==> config.mk <==
export PLATFORM = sky130hd
export DESIGN_NAME = sprite_compositor
export DESIGN_NICKNAME = d
export VERILOG_FILES = /design/src/rtl/sprite_pkg.sv /design/src/rtl/sprite_chan.sv /design/src/rtl/sprite_compositor.sv
export SDC_FILE = /design/constraint.sdc
export NUM_CORES = 2
export LEC_CHECK = 0
export ABC_AREA = 1
export CORE_AREA = 2 2 432 434
export CTS_CLUSTER_DIAMETER = 80
export DETAILED_ROUTE_END_ITERATION = 10
export DIE_AREA = 0 0 434 436
export GPL_TIMING_DRIVEN = 0
export PLACE_DENSITY_LB_ADDON = 0.05
export RECOVER_POWER = 50
export SYNTH_ARGS = -nofsm -noshare
export SYNTH_HDL_FRONTEND = slang
export SYNTH_HIERARCHICAL = 1
export SYNTH_SLANG_ARGS = --single-unit
==> constraint.sdc <==
create_clock -name clk -period 5 [get_ports clk]
set_input_delay 0.5 -clock clk [delete_from_list [all_inputs] [get_ports clk]]
set_output_delay 0.5 -clock clk [all_outputs]
set_load 0.01 [all_outputs]
==> src/rtl/sprite_pkg.sv <==
// Shared constants and the sprite table entry type for the sprite compositor.
package sprite_pkg;

    localparam int RGB_W = 12;
    localparam int COL_W = 10;
    localparam int ROW_W = 9;
    localparam int DIM_W = 7;
    localparam int IDX_W = 4;

    localparam logic [RGB_W-1:0] KEY_DEFAULT = 12'h428;

    typedef struct packed {
        logic [COL_W-1:0] x;
        logic [ROW_W-1:0] y;
        logic [DIM_W-1:0] w;
        logic [DIM_W-1:0] h;
        logic             en;
    } spr_entry_t;

    // start <= pos < start+len, evaluated one bit wider so the end never wraps
    function automatic logic span_hit(input logic [COL_W-1:0] pos,
                                      input logic [COL_W-1:0] start,
                                      input logic [DIM_W-1:0] len);
        return (pos >= start) && ({1'b0, pos} < ({1'b0, start} + (COL_W+1)'(len)));
    endfunction

endpackage

==> src/rtl/sprite_chan.sv <==
// One sprite channel: shadow/active table entry, hit test, ROM address stage
// and the hit delay line that lines the hit up with the returned ROM data.
module sprite_chan
    import sprite_pkg::*;
#(
    parameter int ADDR_W  = 14,
    parameter int ROM_LAT = 1
) (
    input  logic              clk,
    input  logic              rst,
    input  logic              wr_en,
    input  spr_entry_t        wr_entry,
    input  logic              frame_start,
    input  logic [COL_W-1:0]  col_addr,
    input  logic [ROW_W-1:0]  row_addr,
    output logic [ADDR_W-1:0] spr_addr,
    output logic              hit_aligned
);

    spr_entry_t       shadow;
    spr_entry_t       active;
    logic             hit;
    logic [ROM_LAT:0] hit_pipe;
    logic [ROW_W-1:0] row_off;
    logic [COL_W-1:0] col_off;

    always_comb begin
        hit     = active.en
                  && span_hit(col_addr, active.x, active.w)
                  && span_hit({1'b0, row_addr}, {1'b0, active.y}, active.h);
        row_off = row_addr - active.y;
        col_off = col_addr - active.x;
    end

    always_ff @(posedge clk) begin
        if (rst) begin
            shadow   <= '0;
            active   <= '0;
            spr_addr <= '0;
            hit_pipe <= '0;
        end else begin
            if (wr_en) shadow <= wr_entry;
            if (frame_start) active <= shadow;
            spr_addr <= hit ? ADDR_W'(32'(row_off) * 32'(active.w) + 32'(col_off)) : '0;
            // hit_pipe[0] is stage 1; the tap at ROM_LAT meets spr_data
            hit_pipe <= {hit_pipe[ROM_LAT-1:0], hit};
        end
    end

    assign hit_aligned = hit_pipe[ROM_LAT];

endmodule

==> src/rtl/sprite_compositor.sv <==
// Sprite compositor: per-sprite channels feed external ROMs; the final stage
// merges by priority over the background and tracks per-frame collisions.
module sprite_compositor
    import sprite_pkg::*;
#(
    parameter int               NUM_SPR = 8,
    parameter int               ADDR_W  = 14,
    parameter int               ROM_LAT = 1,
    parameter logic [RGB_W-1:0] KEY     = KEY_DEFAULT
) (
    input  logic                      clk,
    input  logic                      rst,
    input  logic [COL_W-1:0]          col_addr,
    input  logic [ROW_W-1:0]          row_addr,
    input  logic                      pix_valid,
    input  logic                      frame_start,
    input  logic [RGB_W-1:0]          bg_pixel,
    input  logic                      cfg_valid,
    output logic                      cfg_ready,
    input  logic [IDX_W-1:0]          cfg_idx,
    input  logic [COL_W-1:0]          cfg_x,
    input  logic [ROW_W-1:0]          cfg_y,
    input  logic [DIM_W-1:0]          cfg_w,
    input  logic [DIM_W-1:0]          cfg_h,
    input  logic                      cfg_en,
    output logic [NUM_SPR*ADDR_W-1:0] spr_addr,
    input  logic [NUM_SPR*RGB_W-1:0]  spr_data,
    output logic [RGB_W-1:0]          pix_out,
    output logic                      pix_out_valid,
    output logic [NUM_SPR-1:0]        coll_flags
);

    logic               wr_accept;
    spr_entry_t         cfg_entry;
    logic [NUM_SPR-1:0] hit_d;
    logic [ROM_LAT:0]   vld_pipe;
    logic [RGB_W-1:0]   bg_pipe [ROM_LAT+1];
    logic [NUM_SPR-1:0] opaque;
    logic [NUM_SPR-1:0] coll_now;
    logic [NUM_SPR-1:0] sticky;
    logic [RGB_W-1:0]   merged;

    // Writes stall for the frame_start cycle so the shadow->active copy is clean
    assign cfg_ready = ~frame_start;
    assign wr_accept = cfg_valid & cfg_ready;
    assign cfg_entry = '{x: cfg_x, y: cfg_y, w: cfg_w, h: cfg_h, en: cfg_en};

    for (genvar i = 0; i < NUM_SPR; i++) begin : g_chan
        sprite_chan #(
            .ADDR_W  (ADDR_W),
            .ROM_LAT (ROM_LAT)
        ) u_chan (
            .clk         (clk),
            .rst         (rst),
            .wr_en       (wr_accept && (cfg_idx == IDX_W'(i))),
            .wr_entry    (cfg_entry),
            .frame_start (frame_start),
            .col_addr    (col_addr),
            .row_addr    (row_addr),
            .spr_addr    (spr_addr[i*ADDR_W +: ADDR_W]),
            .hit_aligned (hit_d[i])
        );
    end

    always_ff @(posedge clk) begin
        if (rst) begin
            vld_pipe <= '0;
            for (int unsigned k = 0; k < ROM_LAT + 1; k++) bg_pipe[k] <= '0;
        end else begin
            vld_pipe   <= {vld_pipe[ROM_LAT-1:0], pix_valid};
            bg_pipe[0] <= bg_pixel;
            for (int unsigned k = 1; k < ROM_LAT + 1; k++) bg_pipe[k] <= bg_pipe[k-1];
        end
    end

    // Ascending scan: the last opaque sprite found (highest index) wins
    always_comb begin
        merged = bg_pipe[ROM_LAT];
        opaque = '0;
        for (int unsigned i = 0; i < NUM_SPR; i++) begin
            opaque[i] = hit_d[i] && (spr_data[i*RGB_W +: RGB_W] != KEY);
            if (opaque[i]) merged = spr_data[i*RGB_W +: RGB_W];
        end
        coll_now = (vld_pipe[ROM_LAT] && ($countones(opaque) > 1)) ? opaque : '0;
    end

    always_ff @(posedge clk) begin
        if (rst) begin
            pix_out       <= '0;
            pix_out_valid <= 1'b0;
            sticky        <= '0;
            coll_flags    <= '0;
        end else begin
            pix_out       <= vld_pipe[ROM_LAT] ? merged : '0;
            pix_out_valid <= vld_pipe[ROM_LAT];
            if (frame_start) begin
                coll_flags <= sticky;
                sticky     <= coll_now;
            end else begin
                sticky <= sticky | coll_now;
            end
        end
    end

endmodule

Word level (Yosys, flattened, before mapping)
Memory sizes are Yosys's and may differ from the RTL's.
Cells that the tools add are included.
{"block": "word_totals", "regBits": 703, "ram_bits": 24, "out_inout_bits": 134, "elab_cells": 293, "mem_count": 1}
{"block": "classes", "n_addsub": 47, "n_mul": 8, "n_lt_le_gt_ge": 33, "n_eq_ne": 15, "muxes": 15, "bitwise": 14, "reduce_logical": 59}
{"name": "bg_pipe", "depth": 2, "width": 12, "rd": 2, "rd_clocked_by_memory_dff": 0, "write_ports": 2, "line_no": "sprite_compositor.sv:37", "text": "logic [RGB_W-1:0] bg_pipe [ROM_LAT+1];"}
{"op": "$mux W12", "count": 10}
{"op": "$add A14 B10 Y14", "count": 8}
{"op": "$mul A9 B7 Y14", "count": 8}
{"op": "$ne A12 B11 Y1 const B", "count": 8}
{"op": "$add A10 B7 Y11", "count": 8}
{"op": "$lt A10 B11 Y1", "count": 8}
{"op": "$lt A9 B11 Y1", "count": 8}
{"op": "$add A9 B7 Y10", "count": 8}
{"op": "$ge A10 B10 Y1", "count": 8}
{"op": "$sub A10 B10 Y10", "count": 8}
{"op": "$ge A9 B9 Y1", "count": 8}
{"op": "$sub A9 B9 Y9", "count": 8}
{"op": "$logic_and A1 B1 Y1", "count": 49}
{"op": "$reduce_or A2 Y1", "count": 9}
{"op": "$eq A4 B3 Y1 const B", "count": 4}
{"op": "$mux W8", "count": 2}
{"op": "$not A1 Y1", "count": 10}
{"op": "$add A1 B1 Y2", "count": 4}
{"op": "$eq A4 B2 Y1 const B", "count": 2}
{"op": "$or A8 B8 Y8", "count": 1}
{"op": "$add A2 B2 Y3", "count": 2}
{"op": "$add A3 B3 Y4", "count": 1}
{"op": "$eq A4 B1 Y1 const B", "count": 1}
{"op": "$gt A4 B1 Y1 const B", "count": 1}
{"op": "4 further kinds", "count": 7}

Longest topological paths before layout
{"block": "depth", "depth_word": 10, "mapped_depth": 31, "mapped_depth_nobuf": 31}

Modules after synthesis
Netlist, hierarchy kept.
{"mod": "sprite_chan at g_chan[0].u_chan ...", "instances": 4, "cells_per_inst": 931, "area_per_inst_um2": 6912.9}
{"mod": "sprite_chan at g_chan[5].u_chan ...", "instances": 2, "cells_per_inst": 918, "area_per_inst_um2": 6847.8}
{"mod": "sprite_chan at g_chan[7].u_chan", "instances": 1, "cells_per_inst": 923, "area_per_inst_um2": 6885.4}
{"mod": "sprite_chan at g_chan[4].u_chan", "instances": 1, "cells_per_inst": 931, "area_per_inst_um2": 6875.3}
{"mod": "sprite_compositor", "instances": 1, "cells_per_inst": 565, "area_per_inst_um2": 3515.9}

Worst setup path before layout
Ideal clock, no wire load.
{"block": "synth_path", "kind": "in2reg", "startpoint": "in row_addr[0]", "endpoint": "reg g_chan[0].u_chan.spr_addr[11]", "setup_time_ps": 115, "t_arrival_ps": 5156, "t_required_ps": 4885, "setup_slack_ps": -271, "path_stages": 25, "path_buffers": 0, "cell_sequence": "inv_1 -> ha_1 -> fa_1 -> inv_1 -> nand2_1 -> nand2_1 -> nand2_1 -> xnor2_1 -> nand2_1 -> fa_1 -> fa_1 -> inv_1 -> fa_1 -> inv_1 -> fa_1 -> inv_1 -> ha_1 -> a21oi_1 -> inv_1 -> a31oi_1 -> o21ai_0 -> a21oi_1 -> inv_1 -> nand2_1 -> a21oi_2"}
{"block": "synth_between", "elab_chain_len": 5, "word_cells_on_any_way": 9, "cone_classes": "add/sub: 2; mul: 1; order compare: 2; bitwise: 1; reduce/logical: 3"}
{"item": "from (decl)", "line_no": "sprite_compositor.sv:14", "text": "input logic [ROW_W-1:0] row_addr,"}
{"item": "parallel branches: the longest is 5 deep, another holds $mul A9 B7 Y14"}
{"item": "to (signal assigned)", "line_no": "sprite_chan.sv:44", "text": "spr_addr <= hit ? ADDR_W'(32'(row_off) * 32'(active.w) + 32'(col_off)) : '0;"}
{"item": "to (decl)", "line_no": "sprite_chan.sv:16", "text": "output logic [ADDR_W-1:0] spr_addr,"}
Several ways; the timed one is not identified.
A chain may end at the register's enable or synchronous reset.

Final worst setup path
{"block": "layout_path", "startpoint": "reg g_chan[4].u_chan/active[15] in the netlist's numbering", "endpoint": "reg g_chan[4].u_chan.spr_addr[12]"}
{"block": "layout_between", "elab_chain_len": 6, "word_cells_on_any_way": 10, "cone_classes": "add/sub: 3; mul: 1; order compare: 2; bitwise: 1; reduce/logical: 3"}
{"item": "from (decl)", "line_no": "sprite_chan.sv:21", "text": "spr_entry_t active;"}
{"item": "from (signal assigned)", "line_no": "sprite_chan.sv:43", "text": "if (frame_start) active <= shadow;"}
{"item": "parallel branches: the longest is 6 deep, another holds $mul A9 B7 Y14"}
{"item": "to (signal assigned)", "line_no": "sprite_chan.sv:44"}
{"item": "to (decl)", "line_no": "sprite_chan.sv:16"}
Several ways; the timed one is not identified.

==> results.py <==
metrics = {
    "finish": {
        "drive_gt1_frac": 0.142,
        "most-common-layout-cells": "1436 x nand2_1, 1285 x inv_1, 928 x nor2_1",
        "fill_cells": 19500,
        "finish.utilization": 0.393,
        "final_nets": 9742,
        "stdcell_count": 11100,
        "syn2layout_area_growth_pct": 23.8,
        "final_common_cell": "nand2_1",
    },
    "die": {
        "num_rows": 158,
        "die_x_um": 434,
        "ios": 304,
        "dieArea_sq_um": 189000,
        "start_util": 0.317,
        "die_y_um": 436,
        "core_area_sq_um": 185000,
    },
    "pwr": {
        "clockPowerShare": 0.307,
        "p_comb_frac": 0.438,
        "ir_drop_mv": 0.421,
        "leakagePower_nw": 33.1,
        "seqPwrFrac": 0.255,
        "powerDensity_nw_per_um2": 327,
        "p_total_mw": 23.7,
        "intPower_mw": 14.6,
        "power.net_switching_mw": 9.16,
        "switching_share": 0.386,
    },
    "detailed_routing": {
        "vias": 52600,
        "first_iter_violations": 3078,
        "route.detailed.drc": 0,
        "via_per_inst": 4.73,
        "ant_nets": 0,
        "wl_um": 210000,
        "dr.pass1.iters": 6,
        "wire_per_inst_um": 18.8,
    },
    "cts": {
        "clock-sinks": 727,
        "clock_path_buffers": 3,
        "cts.clk_slew.worst_paths_ns": 0.06,
        "cts_tree": "yes",
        "h-tree-depth": 3,
        "cts_buffers": 99,
        "clock_latency_ns": 0.74,
        "root_buffer": "clkbuf_16",
    },
    "global_route": {
        "antenna_found_initial": 8,
        "overflow": 0,
        "grt_pass1_vias": 52300,
        "grt_max_degree": 20,
        "grt_usage": 0.219,
        "grt_pass1_wl_um": 317000,
    },
    "sta": {
        "slew-limit-headroom": -0.0376,
        "fin_crit_sh": 0.993,
        "grt_setup_unrepaired": "yes",
        "hold_violations": 0,
        "finClkSkew_ns": 0.0219,
        "finalMaxSlewViolations": 18,
        "fmax_mhz": 201,
        "tightest_slew_ns": 1.55,
        "period_minus_slack_ns": 4.96,
        "setup_viol": 0,
        "finalWorstSetupSlack_ns": 0.0351,
    },
    "yosys": {
        "async_flop_share": 0,
        "syn-num-nets": 9164,
        "synth_ff_type": "dfxtp_1",
        "syn_area_sq_um": 58600,
        "synthCells": 7979,
        "synth-seq-area-share": 0.248,
        "synthDistinctLibCells": 52,
        "synth-edff-count": 0,
        "synth_area_per_cell_sq_um": 7.35,
        "synth-seq-cells": 727,
        "yosys_warnings": 6,
    },
    "setup_path": {
        "endpoint_kind": "register",
        "critPathLaunchType": "register",
        "crit_path_max_incr_delay_ns": 0.54,
        "arrival_ns": 5.59,
        "crit_required_ns": 5.62,
        "critical_path_class": "register to register",
        "crit_fanout": 5,
        "slowest_stage": "fa_1",
    },
    "worst_hold_path": {
        "hold_path.class": "input port to register",
    },
    "run_status": {
        "violations": "capacitance limit, slew limit",
        "outcome": "complete, but fails checks",
    },
    "placement": {
        "dp_hpwl_um": 161000,
        "place_ws_ns": -2.40,
        "io_buffer_count": 302,
        "dp.cells": 10800,
        "gp_congestion": 0.874,
    },
    "run": {
        "drv_cap": 2,
    },
}
==> worst paths after layout <==
kind,start,endpoint,slack [ns],cells after the start
worst max-delay path,g_chan[4].u_chan/active[15],g_chan[4].u_chan/spr_addr[12],0.04,30
worst min-delay path,frame_start,g_chan[2].u_chan/active[15],0.23,3
worst max register to register,g_chan[4].u_chan/active[15],g_chan[4].u_chan/spr_addr[12],0.04,30
worst min register to register,bg_pipe[0][9],bg_pipe[0][21],0.39,2
==> flip-flops by register name, summed over array words and instances, names as in the netlist <==
signal / count
g_chan.u_chan/active: 272
g_chan.u_chan/shadow: 272
g_chan.u_chan/spr_addr: 112
bg_pipe: 24
g_chan.u_chan/hit_pipe: 16
pix_out: 12
coll_flags: 8
sticky: 8
vld_pipe: 2
pix_out_valid: 1
==> critical path: cells and delay by family (launching register included) <==
family,cells,cell delay (ns)
compound gates,2,0.24
fa+ha+maj,7,2.81
flops,1,0.35
simple gates,14,1.02
buf+inv,7,0.41
==> power by group through the flow <==
stage	combinational [mW]	clock [mW]	sequential [mW]
3_3_place_gp	7.99	0	6.19
6_report	10.4	7.28	6.06
2_1_floorplan	5.89	0	6.13
4_1_cts	9.18	7.53	6.06
3_5_place_dp	8.01	0	6.19
5_1_grt	11.6	7.75	6.08
==> cell families (layout without fill, tap and decap cells) <==
| logic type | Yosys count | after routing | share of synthesized area |
|---|---|---|---|
| and+or+nand+nor | 3117 | 3117 | 0.223 |
| buffers and inverters | 1633 | 2295 | 0.106 |
| AOI/OAI and AO/OA | 1237 | 1237 | 0.120 |
| adders and majority gates | 1015 | 1015 | 0.265 |
| DFF | 727 | 727 | 0.248 |
| xor gates and xnor gates | 250 | 250 | 0.0374 |
| other | 0 | 4 | 0 |
==> synth_stat cells (7+ instances only) <==
library cell  count  share of area
nor4_1           13         0.0014
fa_1            380           0.13
nor2_1          974          0.062
o211ai_1         13         0.0017
nor3_1           47         0.0040
o21ai_0         311          0.027
inv_2            29         0.0019
nand2_1        1551          0.099
nand3_2          24         0.0041
a21o_1           23         0.0029
or2_0             7        0.00075
clkinv_1         14        0.00090
nor2_2           40         0.0043
buf_2            16         0.0014
nand3_1         271          0.023
nand4_1          43         0.0046
a21oi_1         623          0.053
o21bai_1         24         0.0031
nand3b_1         11         0.0014
xnor2_1          96          0.014
or2_1            13         0.0014
nand2_2          59         0.0063
a31oi_1           8        0.00085
nor2_4            7         0.0013
xor2_1          154          0.023
clkbuf_1        168          0.011
o2111ai_1         7         0.0010
inv_1          1388          0.089
ha_1            635           0.14
or2_2            33         0.0035
o211a_1           7         0.0012
dfxtp_1         727           0.25
a21oi_2          38         0.0057
o21a_1           10         0.0013
o21ai_1          21         0.0018
a211oi_1        137          0.018
==> final cells by class <==
type                       count  area [sq um]  area share
multi-input combinational   5619         40700       0.561
buffer                       202           863      0.0119
timing repair buffer         477          4520      0.0622
inverter                    1431          5400      0.0743
clock inverter                47           492     0.00677
sequential                   727         14600       0.202
tap                         2480          3100      0.0427
clock buffer                 138          2860      0.0393
antenna                        4          10.0    0.000138
==> routing by layer <==
metal | GRT usage | wire [um]
met1 | 0.307 | 99800
met2 | 0.354 | 94500
met3 | 0.0266 | 10000
met4 | 0.0565 | 5250
met5 | 0 | 0
==> metrics by stage <==
step	hold slack [ns]	setup TNS, ns	cell area [sq um]
after floorplan	0.388	-0.159	59300
after global placement	0.390	-220.47	65400
after detailed placement	0.396	-153.75	65600
after CTS	0.158	-0.0643	70800
after global routing	0.216	-4.46	72600
final	0.228	0	72600
==> what timing repair did <==
action | 4_1_cts | 5_1_grt
endpoints found under the setup margin | 80 | 53
hold buffers | 0 | 0
pin swaps | 177 | 312
setup buffers | 88 | 69
gates resized for setup | 286 | 366
No activity file was read; power rests on OpenSTA's default activity.
